$ cat config.mk
export PLATFORM = sky130hd
export DESIGN_NAME = dm_cache_ctrl
export DESIGN_NICKNAME = d
export VERILOG_FILES = /design/src/rtl/cache_pkg.sv /design/src/rtl/cache_line_store.sv /design/src/rtl/dm_cache_ctrl.sv
export SDC_FILE = /design/constraint.sdc
export NUM_CORES = 1
export LEC_CHECK = 0
export CAP_MARGIN = 20
export CORE_UTILIZATION = 45
export CTS_CLUSTER_DIAMETER = 80
export CTS_CLUSTER_SIZE = 30
export DETAILED_ROUTE_END_ITERATION = 10
export SLEW_MARGIN = 40
export SYNTH_ARGS = -nofsm -noshare
export SYNTH_HDL_FRONTEND = slang
export SYNTH_SLANG_ARGS = --single-unit
$ cat constraint.sdc
create_clock -name clk -period 7.32 [get_ports clk]
set_clock_uncertainty 0.1 [all_clocks]
set_input_delay 1.464 -clock clk [delete_from_list [all_inputs] [get_ports clk]]
set_output_delay 1.464 -clock clk [all_outputs]
set_load 0.03 [all_outputs]
$ cat src/rtl/cache_pkg.sv
// Shared types, geometry and address-field helpers for the direct-mapped cache controller.
package cache_pkg;

    localparam int ADDR_W      = 10;
    localparam int DATA_W      = 32;
    localparam int NUM_LINES   = 4;
    localparam int BLOCK_WORDS = 4;

    localparam int IDX_W = $clog2(NUM_LINES);
    localparam int OFF_W = $clog2(BLOCK_WORDS);
    localparam int TAG_W = ADDR_W - IDX_W - OFF_W - 2;

    typedef enum logic [1:0] {
        COMPARE   = 2'd0,
        WRITEBACK = 2'd1,
        ALLOCATE  = 2'd2
    } state_t;

    function automatic logic [TAG_W-1:0] addr_tag(input logic [ADDR_W-1:0] addr);
        return addr[ADDR_W-1 -: TAG_W];
    endfunction

    function automatic logic [IDX_W-1:0] addr_idx(input logic [ADDR_W-1:0] addr);
        return addr[2+OFF_W +: IDX_W];
    endfunction

    function automatic logic [OFF_W-1:0] addr_off(input logic [ADDR_W-1:0] addr);
        return addr[2 +: OFF_W];
    endfunction

endpackage

$ cat src/rtl/cache_line_store.sv
// Tag/valid/dirty/data storage: one combinational read port, one word write port,
// and a line-metadata update port. Only valid/dirty are reset.
module cache_line_store
    import cache_pkg::*;
(
    input  logic              clk,
    input  logic              reset,
    input  logic [IDX_W-1:0]  rd_idx,
    input  logic [OFF_W-1:0]  rd_off,
    output logic              rd_valid,
    output logic              rd_dirty,
    output logic [TAG_W-1:0]  rd_tag,
    output logic [DATA_W-1:0] rd_word,
    input  logic              wr_en,
    input  logic [OFF_W-1:0]  wr_off,
    input  logic [DATA_W-1:0] wr_data,
    input  logic              meta_en,
    input  logic [TAG_W-1:0]  meta_tag,
    input  logic              meta_valid,
    input  logic              meta_dirty
);

    logic [NUM_LINES-1:0] valid_q;
    logic [NUM_LINES-1:0] dirty_q;
    logic [TAG_W-1:0]     tag_q  [NUM_LINES];
    logic [DATA_W-1:0]    data_q [NUM_LINES][BLOCK_WORDS];

    assign rd_valid = valid_q[rd_idx];
    assign rd_dirty = dirty_q[rd_idx];
    assign rd_tag   = tag_q[rd_idx];
    assign rd_word  = data_q[rd_idx][rd_off];

    // Line status bits; writes and metadata always target the line being read.
    always_ff @(posedge clk or posedge reset) begin
        if (reset) begin
            valid_q <= '0;
            dirty_q <= '0;
        end else if (meta_en) begin
            valid_q[rd_idx] <= meta_valid;
            dirty_q[rd_idx] <= meta_dirty;
        end
    end

    // Tag and data arrays carry no reset; valid gates their use.
    always_ff @(posedge clk) begin
        if (meta_en) begin
            tag_q[rd_idx] <= meta_tag;
        end
        if (wr_en) begin
            data_q[rd_idx][wr_off] <= wr_data;
        end
    end

endmodule

$ cat src/rtl/dm_cache_ctrl.sv
// Direct-mapped write-back, write-allocate cache controller with word-serial memory port.
// Optional feature macro: CACHE_STATS_EN (saturating hit/miss counters).
module dm_cache_ctrl
    import cache_pkg::*;
(
    input  logic              clk,
    input  logic              reset,
    input  logic              cpu_rw,
    input  logic [ADDR_W-1:0] cpu_addr,
    input  logic [DATA_W-1:0] cpu_wdata,
    output logic [DATA_W-1:0] cpu_rdata,
    output logic              hit,
    output logic              mem_req,
    output logic              mem_rw,
    output logic [ADDR_W-1:0] mem_addr,
    output logic [DATA_W-1:0] mem_wdata,
    input  logic [DATA_W-1:0] mem_rdata,
    input  logic              mem_done,
    output logic [15:0]       hit_count,
    output logic [15:0]       miss_count
);

    state_t            state, state_next;
    logic [OFF_W-1:0]  cnt, cnt_next;

    logic [TAG_W-1:0]  req_tag;
    logic [IDX_W-1:0]  req_idx;
    logic [OFF_W-1:0]  req_off;
    logic              unused_addr_bits;

    logic [OFF_W-1:0]  rd_off;
    logic              rd_valid, rd_dirty;
    logic [TAG_W-1:0]  rd_tag;
    logic [DATA_W-1:0] rd_word;
    logic              wr_en;
    logic [OFF_W-1:0]  wr_off;
    logic [DATA_W-1:0] wr_data;
    logic              meta_en, meta_valid, meta_dirty;
    logic              last_word;

    assign req_tag          = addr_tag(cpu_addr);
    assign req_idx          = addr_idx(cpu_addr);
    assign req_off          = addr_off(cpu_addr);
    assign unused_addr_bits = ^cpu_addr[1:0];

    // The single read port follows the CPU offset while comparing, the word counter otherwise.
    assign rd_off    = (state == COMPARE) ? req_off : cnt;
    assign hit       = (state == COMPARE) && rd_valid && (rd_tag == req_tag);
    assign cpu_rdata = (hit && !cpu_rw) ? rd_word : '0;
    assign last_word = (cnt == OFF_W'(BLOCK_WORDS - 1));

    cache_line_store u_store (
        .clk        (clk),
        .reset      (reset),
        .rd_idx     (req_idx),
        .rd_off     (rd_off),
        .rd_valid   (rd_valid),
        .rd_dirty   (rd_dirty),
        .rd_tag     (rd_tag),
        .rd_word    (rd_word),
        .wr_en      (wr_en),
        .wr_off     (wr_off),
        .wr_data    (wr_data),
        .meta_en    (meta_en),
        .meta_tag   (req_tag),
        .meta_valid (meta_valid),
        .meta_dirty (meta_dirty)
    );

    // State and word counter registers; reset abandons any block in flight.
    always_ff @(posedge clk or posedge reset) begin
        if (reset) begin
            state <= COMPARE;
            cnt   <= '0;
        end else begin
            state <= state_next;
            cnt   <= cnt_next;
        end
    end

    // Next-state, memory handshake and store update decode.
    always_comb begin
        state_next = state;
        cnt_next   = cnt;
        mem_req    = 1'b0;
        mem_rw     = 1'b0;
        mem_addr   = '0;
        mem_wdata  = '0;
        wr_en      = 1'b0;
        wr_off     = req_off;
        wr_data    = cpu_wdata;
        meta_en    = 1'b0;
        meta_valid = 1'b1;
        meta_dirty = 1'b0;
        case (state)
            COMPARE: begin
                if (hit) begin
                    if (cpu_rw) begin
                        wr_en      = 1'b1;
                        meta_en    = 1'b1;
                        meta_dirty = 1'b1;
                    end
                end else begin
                    state_next = (rd_valid && rd_dirty) ? WRITEBACK : ALLOCATE;
                end
            end
            WRITEBACK: begin
                mem_req   = 1'b1;
                mem_rw    = 1'b1;
                mem_addr  = {rd_tag, req_idx, cnt, 2'b00};
                mem_wdata = rd_word;
                if (mem_done) begin
                    cnt_next = cnt + 1'b1;
                    if (last_word) begin
                        state_next = ALLOCATE;
                    end
                end
            end
            ALLOCATE: begin
                mem_req  = 1'b1;
                mem_addr = {req_tag, req_idx, cnt, 2'b00};
                if (mem_done) begin
                    wr_en    = 1'b1;
                    wr_off   = cnt;
                    wr_data  = mem_rdata;
                    cnt_next = cnt + 1'b1;
                    if (last_word) begin
                        meta_en    = 1'b1;
                        state_next = COMPARE;
                    end
                end
            end
            default: begin
                state_next = COMPARE;
                cnt_next   = '0;
            end
        endcase
    end

`ifdef CACHE_STATS_EN
    // Saturating statistics: a hit edge, or a miss edge leaving COMPARE.
    always_ff @(posedge clk or posedge reset) begin
        if (reset) begin
            hit_count  <= '0;
            miss_count <= '0;
        end else begin
            if (hit && hit_count != 16'hFFFF) begin
                hit_count <= hit_count + 16'd1;
            end
            if (state == COMPARE && !hit && miss_count != 16'hFFFF) begin
                miss_count <= miss_count + 16'd1;
            end
        end
    end
`else
    assign hit_count  = '0;
    assign miss_count = '0;
`endif

endmodule

==> Word level (Yosys, flattened, before mapping) <==
Memory sizes are Yosys's and may differ from the RTL's.
Index checks and enable logic that the tools add are counted.
W data, S select, Z words.
{ "word_totals": {"word_cells": 80, "input_bits": 78, "output_inout_bits": 109, "reg_bits": 12, "mem_bits_rw": 528, "mem_count": 2} }
{ "classes": {"n_reduce_logical": 11, "n_bitwise": 4, "n_addsub": 1, "n_eq_ne": 10, "order_cmp": 5, "n_mux": 43} }
{ "memory_table": {"columns": ["name", "depth", "width", "rd", "rd_ports_with_merged_regs", "wr", "line", "rtl"], "rows": [
  ["u_store.data_q", 4, 128, 1, 0, 1, "cache_line_store.sv:26", "logic [DATA_W-1:0] data_q [NUM_LINES][BLOCK_WORDS];"],
  ["u_store.tag_q", 4, 4, 1, 0, 1, "cache_line_store.sv:25", "logic [TAG_W-1:0] tag_q [NUM_LINES];"]
]} }
{ "op_table": {"columns": ["cell", "n"], "rows": [
  ["$mux W32", 7],
  ["$mux W128", 1],
  ["$bmux W32 S2", 1],
  ["$demux W32 S2", 1],
  ["$mux W2", 10],
  ["$pmux W10 S2", 1],
  ["$mux W1", 14],
  ["$ne A2 B2 Y1 const B", 5],
  ["$ge A3 B3 Y1 const B", 2],
  ["$logic_and A1 B1 Y1", 6],
  ["$not A2 Y3", 2],
  ["$pmux W2 S3", 1],
  ["$reduce_and A5 Y1", 1],
  ["$bmux W1 S2", 2],
  ["$bwmux W4", 1],
  ["$eq A2 B2 Y1 const B", 2],
  ["$eq A4 B4 Y1", 1],
  ["$or A4 B4 Y4", 1],
  ["$pmux W1 S2", 2],
  ["$pmux W2 S2", 1],
  ["$lt A2 B3 Y1 const B", 1],
  ["$lt A3 B1 Y1 const B", 1],
  ["$add A2 B1 Y2 const B", 1],
  ["$demux W1 S2", 1],
  ["other kinds (8)", 8]
]} }

==> Depth between registers and ports, before layout <==
Gate-level depths: netlist (run 1).
{ "depth": {"depth_word": 8, "depth_mapped": 9, "ltp_nobuf": 7} }

==> Cells and area by module <==
A second synthesis (run 1) with hierarchy kept.
{ "unflattened": {"hier_cells": 1076, "area_unflattened_um2": 21857.2} }
{ "modules_own_cells": {"columns": ["mod", "instances", "area_per_inst_um2", "seq_area_each_um2", "cells_per_inst"], "rows": [
  ["cache_line_store", 1, 20268.2, 16055.4, 873],
  ["dm_cache_ctrl", 1, 1589.0, 100.1, 203]
]} }

==> Least setup slack after synthesis (run 1) <==
OpenSTA, ideal clock, no wires.
{ "synth_path": {"kind": "input to register", "from": "in cpu_addr[4]", "to": "mem u_store.data_q[0][100] (netlist name), enable pin", "n_path_buf": 1, "setup_ns": 0.502, "cell_stages": 6, "t_arrival_ns": 5.851, "slack_ns": 0.868, "t_required_ns": 6.718, "cell_sequence": "buf_6 -> mux4_2 -> xnor2_1 -> nand3_1 -> o31a_1 -> nor4_1"} }
{ "synth_between": {"elab_chain_len": 8, "word_cells_on_any_way": 10, "classes_between": "eq/ne (1); mux (6); reduce/logical (2); memory (1)"} }
{ "synth_lines": {"columns": ["element", "line", "rtl"], "rows": [
  ["start: declaration", "dm_cache_ctrl.sv:9", "input logic [ADDR_W-1:0] cpu_addr,"],
  ["parallel branches: the longest is 8 deep, another holds $mem_v2 Z4 W4", null, null],
  ["end: declaration", "cache_line_store.sv:26", null]
]} }
Several ways; the timed one is not identified. The select of a mux whose other input is x is not followed.

==> Worst setup path in the final report (run 1) <==
{ "layout_path": {"from": "in cpu_addr[4]", "to": "out cpu_rdata[31]"} }
{ "layout_between": {"elab_chain_len": 6, "word_cells_on_any_way": 12, "classes_between": "eq/ne (1); mux (6); reduce/logical (3); memory (2)"} }
{ "layout_lines": {"columns": ["element", "line", "rtl"], "rows": [
  ["parallel branches: the longest is 5 deep, another holds $mem_v2 Z4 W128", null, null],
  ["$mux W32 *", "dm_cache_ctrl.sv:49", "assign cpu_rdata = (hit && !cpu_rw) ? rd_word : '0;"],
  ["end: declaration", "dm_cache_ctrl.sv:11", "output logic [DATA_W-1:0] cpu_rdata,"]
]} }
Mark *: on every way between the ends. The select of a mux whose other input is x is not followed.

==> results of run 1 <==
==> worst paths after layout <==
kind	start	slack (ps)	cells past startpoint	endpoint
setup / recovery	cpu_addr[4]	1210	7	cpu_rdata[31]
hold / removal	u_store.valid_q[1]	380	1	u_store.valid_q[1]
setup reg to reg	state[0]	3490	8	u_store.data_q[0][75]
hold reg to reg	u_store.valid_q[1]	380	1	u_store.valid_q[1]
max in group asynchronous	reset	5710	2	state[1]
min in group asynchronous	reset	1090	2	u_store.valid_q[3]
==> Yosys cell counts (10+ instances only) <==
cell type	n
a221oi_1	12
a31oi_1	10
and3_1	27
and3b_1	25
buf_1	18
buf_2	14
buf_4	34
clkbuf_1	35
dfrtp_1	12
edfxtp_1	528
mux2_2	39
mux4_2	122
nand2_1	148
nand3_1	53
nor2_1	14
nor3_1	14
o21ai_0	20
==> through the flow <==
stage                     setup slack (ps)  instances  power (mW)  utilization
after detailed placement              1120       1925        5.00        0.507
after floorplan                        868       1230        4.49            -
final                                 1210       1972        6.67        0.525
after global routing                  1020       1971        6.94        0.525
after global placement                1090       1925        4.97        0.506
after CTS                             1130       1971        6.74        0.525
==> final cells by class <==
class / instances / area [sq um] / area share
clock buffer: 27 / 676 / 0.0268
multi-input combinational: 578 / 5520 / 0.219
tap: 615 / 769 / 0.0305
sequential: 540 / 16200 / 0.641
inverter: 9 / 33.8 / 0.00134
antenna: 1 / 2.50 / 0.0000993
clock inverter: 19 / 215 / 0.00854
timing repair buffer: 183 / 1820 / 0.0724
==> where the power goes <==
group / internal (mW) / switching, mW
sequential: 3.62 / 0.0306
clock: 0.755 / 1.00
combinational: 0.380 / 0.879
total: 4.76 / 1.91
==> logic make-up (layout without fill, tap and decap cells) <==
logic type	count (synthesis)	count (layout)	synth area share
simple gates	307	307	0.0682
mux	170	170	0.149
flops	540	540	0.735
compound gates	59	59	0.0177
xor+xnor	4	4	0.00159
fa+ha+maj	4	4	0.00228
buf+inv	112	238	0.0264
other cells	1	35	0.000171
==> layer usage <==
| metal | up-vias | track usage |
|---|---|---|
| li1 | 4956 | - |
| met4 | 0 | 0.0400 |
| met3 | 43 | 0.0182 |
| met2 | 253 | 0.335 |
| met1 | 5949 | 0.275 |
| met5 | - | 0 |
==> sequential cells by signal (all words and copies together) (netlist names) <==
name             flops
state                2
u_store.dirty_q      4
u_store.data_q     512
u_store.tag_q       16
u_store.valid_q      4
cnt                  2
==> impl_results.md, run 1 <==
* CTS tree: built
* Setup TNS at 0 ps
* Reg clk slew, reported paths at 100 ps
* Buf+Inv Stages, Crit Path at 2
* Final wirelength at 48,400 um
* # H-tree levels at 1
* Unrepaired setup endpoints after global routing: false
* Layout Nets at 1,420
* Crit-path cells: clkbuf_8, mux4_2, xnor2_1, nand3_1, or3_4, a311oi_2, clkdlybuf4s50_1
* Port Buffers at 150
* # Max-Cap Violations at 0
* Synth top area cells: edfxtp_1 72%, mux4_2 12%, nand2_1 2.5%
* CP endpoint kind: output pin
* Static Leak at 8.26 nW
* Metal3 WL at 1860 um
* Final Hold Viols at 0
* Most frequent cells in the layout: 528 x edfxtp_1, 148 x clkdlybuf4s50_1, 147 x nand2_1
* Status: complete, no violations
* Peak VDD IR at 0.175 mV
* Die W at 223 um
* Num CTS Buffers at 26
* Ys Warns at 0
* DP Wirelength at 27,200 um
* WL per Instance at 24.6 um
* Hold_buf cts at 0
* Total track usage at 0.196
* Post-DP Area at 0.0243 sq mm
* FP Rows at 80
* Core area at 0.0479 sq mm
* Met2 WL at 24,400 um
* Startpoint types: input port
* FF+latch count, synth at 540
* Tmin final at 6110 ps
* First-pass GRT wire length at 72,000 um
* Vias in the first global route at 11,300
* Max frequency at 164 MHz
* Max Used Layer: met4
* Synth Flop Type: edfxtp_1
* GP Congestion at 0.725
* Layout cells sized above 1 at 0.195
* Commonest non-fill, non-tap cell in the layout: edfxtp_1
* Mapped Cells at 1,197
* WL met1 at 21,400 um
* Fillers at 3,802
* Clock root cell: clkbuf_16
* Via count at 11,200
* Area Growth Syn to Fin at 14.6%
* Slew Limit Fails at 0
* Relative slew slack at 0.470
* GRT overflow at 0
* Skew-Pair Late Insertion Delay at 580 ps
* Worst Path Required at 5760 ps
* Vias per cell at 5.68
* Top cell type's share of synthesized area at 0.721
* Initial core utilization at 0.459
* Crit Path Class: in2out
* # setup viols final at 0
* Cell area after layout at 0.0252 sq mm
* Worst slew pin tran at 792 ps
* Postcts setup bufs at 0
* Power Density at 265 mW/mm^2
* Cell Area, Synth at 0.0220 sq mm
* DR pass1 iterations at 5
* # resized after CTS at 0
* Family with the most delay on the worst path: buffers and inverters
* Synth async-reset ratio at 0.0222
* Die area at 0.0498 sq mm
* Synth cell types at 37
* Clock buffer depth at 3
* Crit-path slowest cell: clkdlybuf4s50_1
* Initial DRC Count at 809
* Seq/Total Area, Yosys at 0.735
* Crit path max fanout at 49
* Largest net degree at the start of global routing at 83
* Worst Path Arrival at 4550 ps
* Top-Level Pins at 187
* Hold Path Class: reg2reg
* Antenna viol nets, final at 0
* CP peak stage delay at 710 ps
* EDFF count, synth at 528
* Yosys top cell by area: edfxtp_1
* Hold WS at 377 ps
* DR DRC count at 0
* CTS sink cnt at 540
* Die Y at 223 um
* Antenna violations before repair at 0
* Final period util at 0.835
* Mean post-synth cell area at 18.4 sq um
Power figures use the tool's default switching activity.
==> run 2: changes to the inputs <==
--- a/config.mk
+++ b/config.mk
@@ -10,6 +10,7 @@
 export CTS_CLUSTER_DIAMETER = 80
 export CTS_CLUSTER_SIZE = 30
 export DETAILED_ROUTE_END_ITERATION = 10
+export PLACE_DENSITY = 0.67
 export SLEW_MARGIN = 40
 export SYNTH_ARGS = -nofsm -noshare
 export SYNTH_HDL_FRONTEND = slang
==> constraint.sdc (replaced) <==
create_clock -name clk -period 4.9 [get_ports clk]
set_clock_uncertainty 0.1 [all_clocks]
set_input_delay 0.98 -clock clk [delete_from_list [all_inputs] [get_ports clk]]
set_output_delay 0.98 -clock clk [all_outputs]
set_load 0.03 [all_outputs]
==> run 2 against run 1 <==
  * Sequential power grew 50%
  * Hold slack worse by 1.4 ps
  * Clock power grew 39%
  * Register-to-register slack lost 1900 ps
  * Combinational power increased by 56%
  * Power grew 48%
  * Final area grew 1.1%
  * Critical endpoint is now cpu_rdata[18]
  * Largest cell class unchanged
==> impl_results.md, run 2 (synthesized netlist as in run 1, its figures left out) <==
* Status: complete, no violations
* Tmin final at 4470 ps
* Die Y at 223 um (unchanged)
* Cell area after layout at 0.0255 sq mm (+1.1%)
* # H-tree levels at 1 (unchanged)
* Die area at 0.0498 sq mm (unchanged)
* Power Density at 387 mW/mm^2 (+46%)
* Post-DP Area at 0.0247 sq mm (+1.6%)
* FF-to-FF setup slack at 1570 ps (-1920 ps)
* Final wirelength at 47,900 um (-1.1%)
* Met3 Use GR at 0.0228 (+0.00461)
* Top flop regs: u_store.data_q x512, u_store.tag_q x16
* Routing usage on met1 at 0.276 (+0.000767)
* Reg2reg end: u_store.data_q[0][38]
* DR DRC count at 0 (unchanged)
* Commonest non-fill, non-tap cell in the layout: edfxtp_1
* Final period util at 0.912
* Core area at 0.0479 sq mm (unchanged)
* Clock root cell: clkbuf_16
* Max reg flops at 512 (unchanged)
* Crit path max fanout at 16 (-67%)
* Antenna violations before repair at 0 (unchanged)
* Final Hold Viols at 0 (unchanged)
* First-pass GRT wire length at 71,700 um (-0.39%)
* Hold_buf cts at 0 (unchanged)
* Port Buffers at 150 (unchanged)
* Crit Path Class: reg2out
* # resized after CTS at 0 (unchanged)
* Clock buffer depth at 3 (unchanged)
* DP Wirelength at 28,500 um (+4.7%)
* Biggest register: u_store.data_q
* Most frequent cells in the layout: 528 x edfxtp_1, 147 x nand2_1, 122 x mux4_2
* # setup viols final at 0 (unchanged)
* FF-to-FF path depth at 7 (-1)
* Unrepaired setup endpoints after global routing: false
* Launch point of the worst path: state[0]
* FP Rows at 80 (unchanged)
* Initial DRC Count at 1,006 (+24%)
* Postcts setup bufs at 0 (unchanged)
* Hold WS at 376 ps (-1.35 ps)
* Vias in the first global route at 11,500 (+1.6%)
* # Max-Cap Violations at 0 (unchanged)
* Area Growth Syn to Fin at 15.8%
* Antenna cells at 0 (-1)
* Worst Path Arrival at 3390 ps (-1160 ps)
* Static Leak at 8.58 nW (+3.9%)
* GRT overflow at 0 (unchanged)
* Fillers at 3,754 (-1.3%)
* Max frequency at 224 MHz
* Num CTS Buffers at 24 (-7.7%)
* Largest net degree at the start of global routing at 78 (-6.0%)
* Worst Path Required at 3820 ps (-1940 ps)
* Vias per cell at 5.71 (+0.61%)
* Slew Limit Fails at 0 (unchanged)
* Startpoint types: register
* CP endpoint kind: output pin
* Total track usage at 0.195 (-0.000664)
* WL per Instance at 24.1 um (-1.9%)
* Worst Setup EP: cpu_rdata[18]
* GR Util met2 at 0.324 (-0.0105)
* GP Congestion at 0.751 (+3.7%)
* Initial core utilization at 0.459 (unchanged)
* Worst slew pin tran at 822 ps (+30.0 ps)
* Skew-Pair Late Insertion Delay at 580 ps (about the same)
* Setup TNS at 0 ps (unchanged)
* Top-Level Pins at 187 (unchanged)
* CTS tree: built
* Hold Path Class: reg2reg
* GR peak layer: met2
* Antenna viol nets, final at 0 (unchanged)
* Layout Nets at 1,439 (+1.3%)
* Reg clk slew, reported paths at 100 ps (about the same)
* DR pass1 iterations at 7 (+2)
* Layout cells sized above 1 at 0.247 (+0.0524)
* Worst flop-to-flop path startpoint: u_store.tag_q[2][1]
* Via count at 11,400 (+1.4%)
* Peak VDD IR at 0.245 mV (+40%)
* Die W at 223 um (unchanged)
* CTS sink cnt at 540 (unchanged)
* Relative slew slack at 0.446 (-0.0234)
## run 2: changes by cell type in the layout (fill, tap and decap cells not counted), moves of 2 or more
cell and delta:
buf_12 +27, buf_4 +56, clkbuf_1 +5, clkbuf_16 -3, clkdlybuf4s50_1 -64, clkinv_8 -2, inv_12 +2, inv_6 -3
nor3_2 -7, nor3_4 +7
## run 2: routing by layer
| metal | vias to the layer above | part of all wire |
|---|---|---|
| met2 | 369 | 0.50 |
| met3 | 52 | 0.055 |
| met4 | 0 | 0.022 |
| met5 | - | 0 |
| met1 | 5941 | 0.43 |
| li1 | 4993 | - |
## run 2: area by class of cell
class                      count  area [sq um]  area share
inverter                       9          33.8     0.00133
clock buffer                  29           619      0.0243
tap                          615           769      0.0302
sequential                   540         16200       0.634
timing repair buffer         204          2180      0.0857
multi-input combinational    578          5550       0.218
clock inverter                12           153     0.00599
## run 2: worst min-delay path by stage
| stage | start | to | slack (ps) | cells after the start |
|---|---|---|---|---|
| detailed placement | u_store.valid_q[2] | u_store.valid_q[2] | 350 | 1 |
| global placement | u_store.valid_q[3] | u_store.valid_q[3] | 350 | 1 |
| finish | u_store.valid_q[2] | u_store.valid_q[2] | 380 | 1 |
| global route | u_store.valid_q[3] | u_store.valid_q[3] | 400 | 1 |
| floorplan | u_store.valid_q[2] | u_store.valid_q[2] | 330 | 1 |
| CTS | u_store.valid_q[2] | u_store.valid_q[2] | 380 | 1 |
## run 2: power by group
part	internal, mW	switching (mW)	total, mW
registers	5.41	0.0470	5.46
logic	0.621	1.34	1.96
clock network	1.01	1.42	2.44
total	7.04	2.81	9.85
## run 2: critical path, stage by stage, from the launching register on
cell and delay (ps):
dfrtp_1 400, inv_1 110, ha_1 490, mux2i_4 690, buf_4 390, nand2_1 80
a21oi_1 190, a31oi_1 120, nor2_1 160, buf_4 180
## run 2: through the flow
step	total power [mW]	instances	utilization	worst slack, ps
finish	9.85	1987	0.531	431
global placement	7.47	1943	0.514	557
global route	10.2	1987	0.531	135
floorplan	6.71	1230	-	-1070
CTS	9.94	1987	0.531	358
detailed placement	7.55	1946	0.515	523
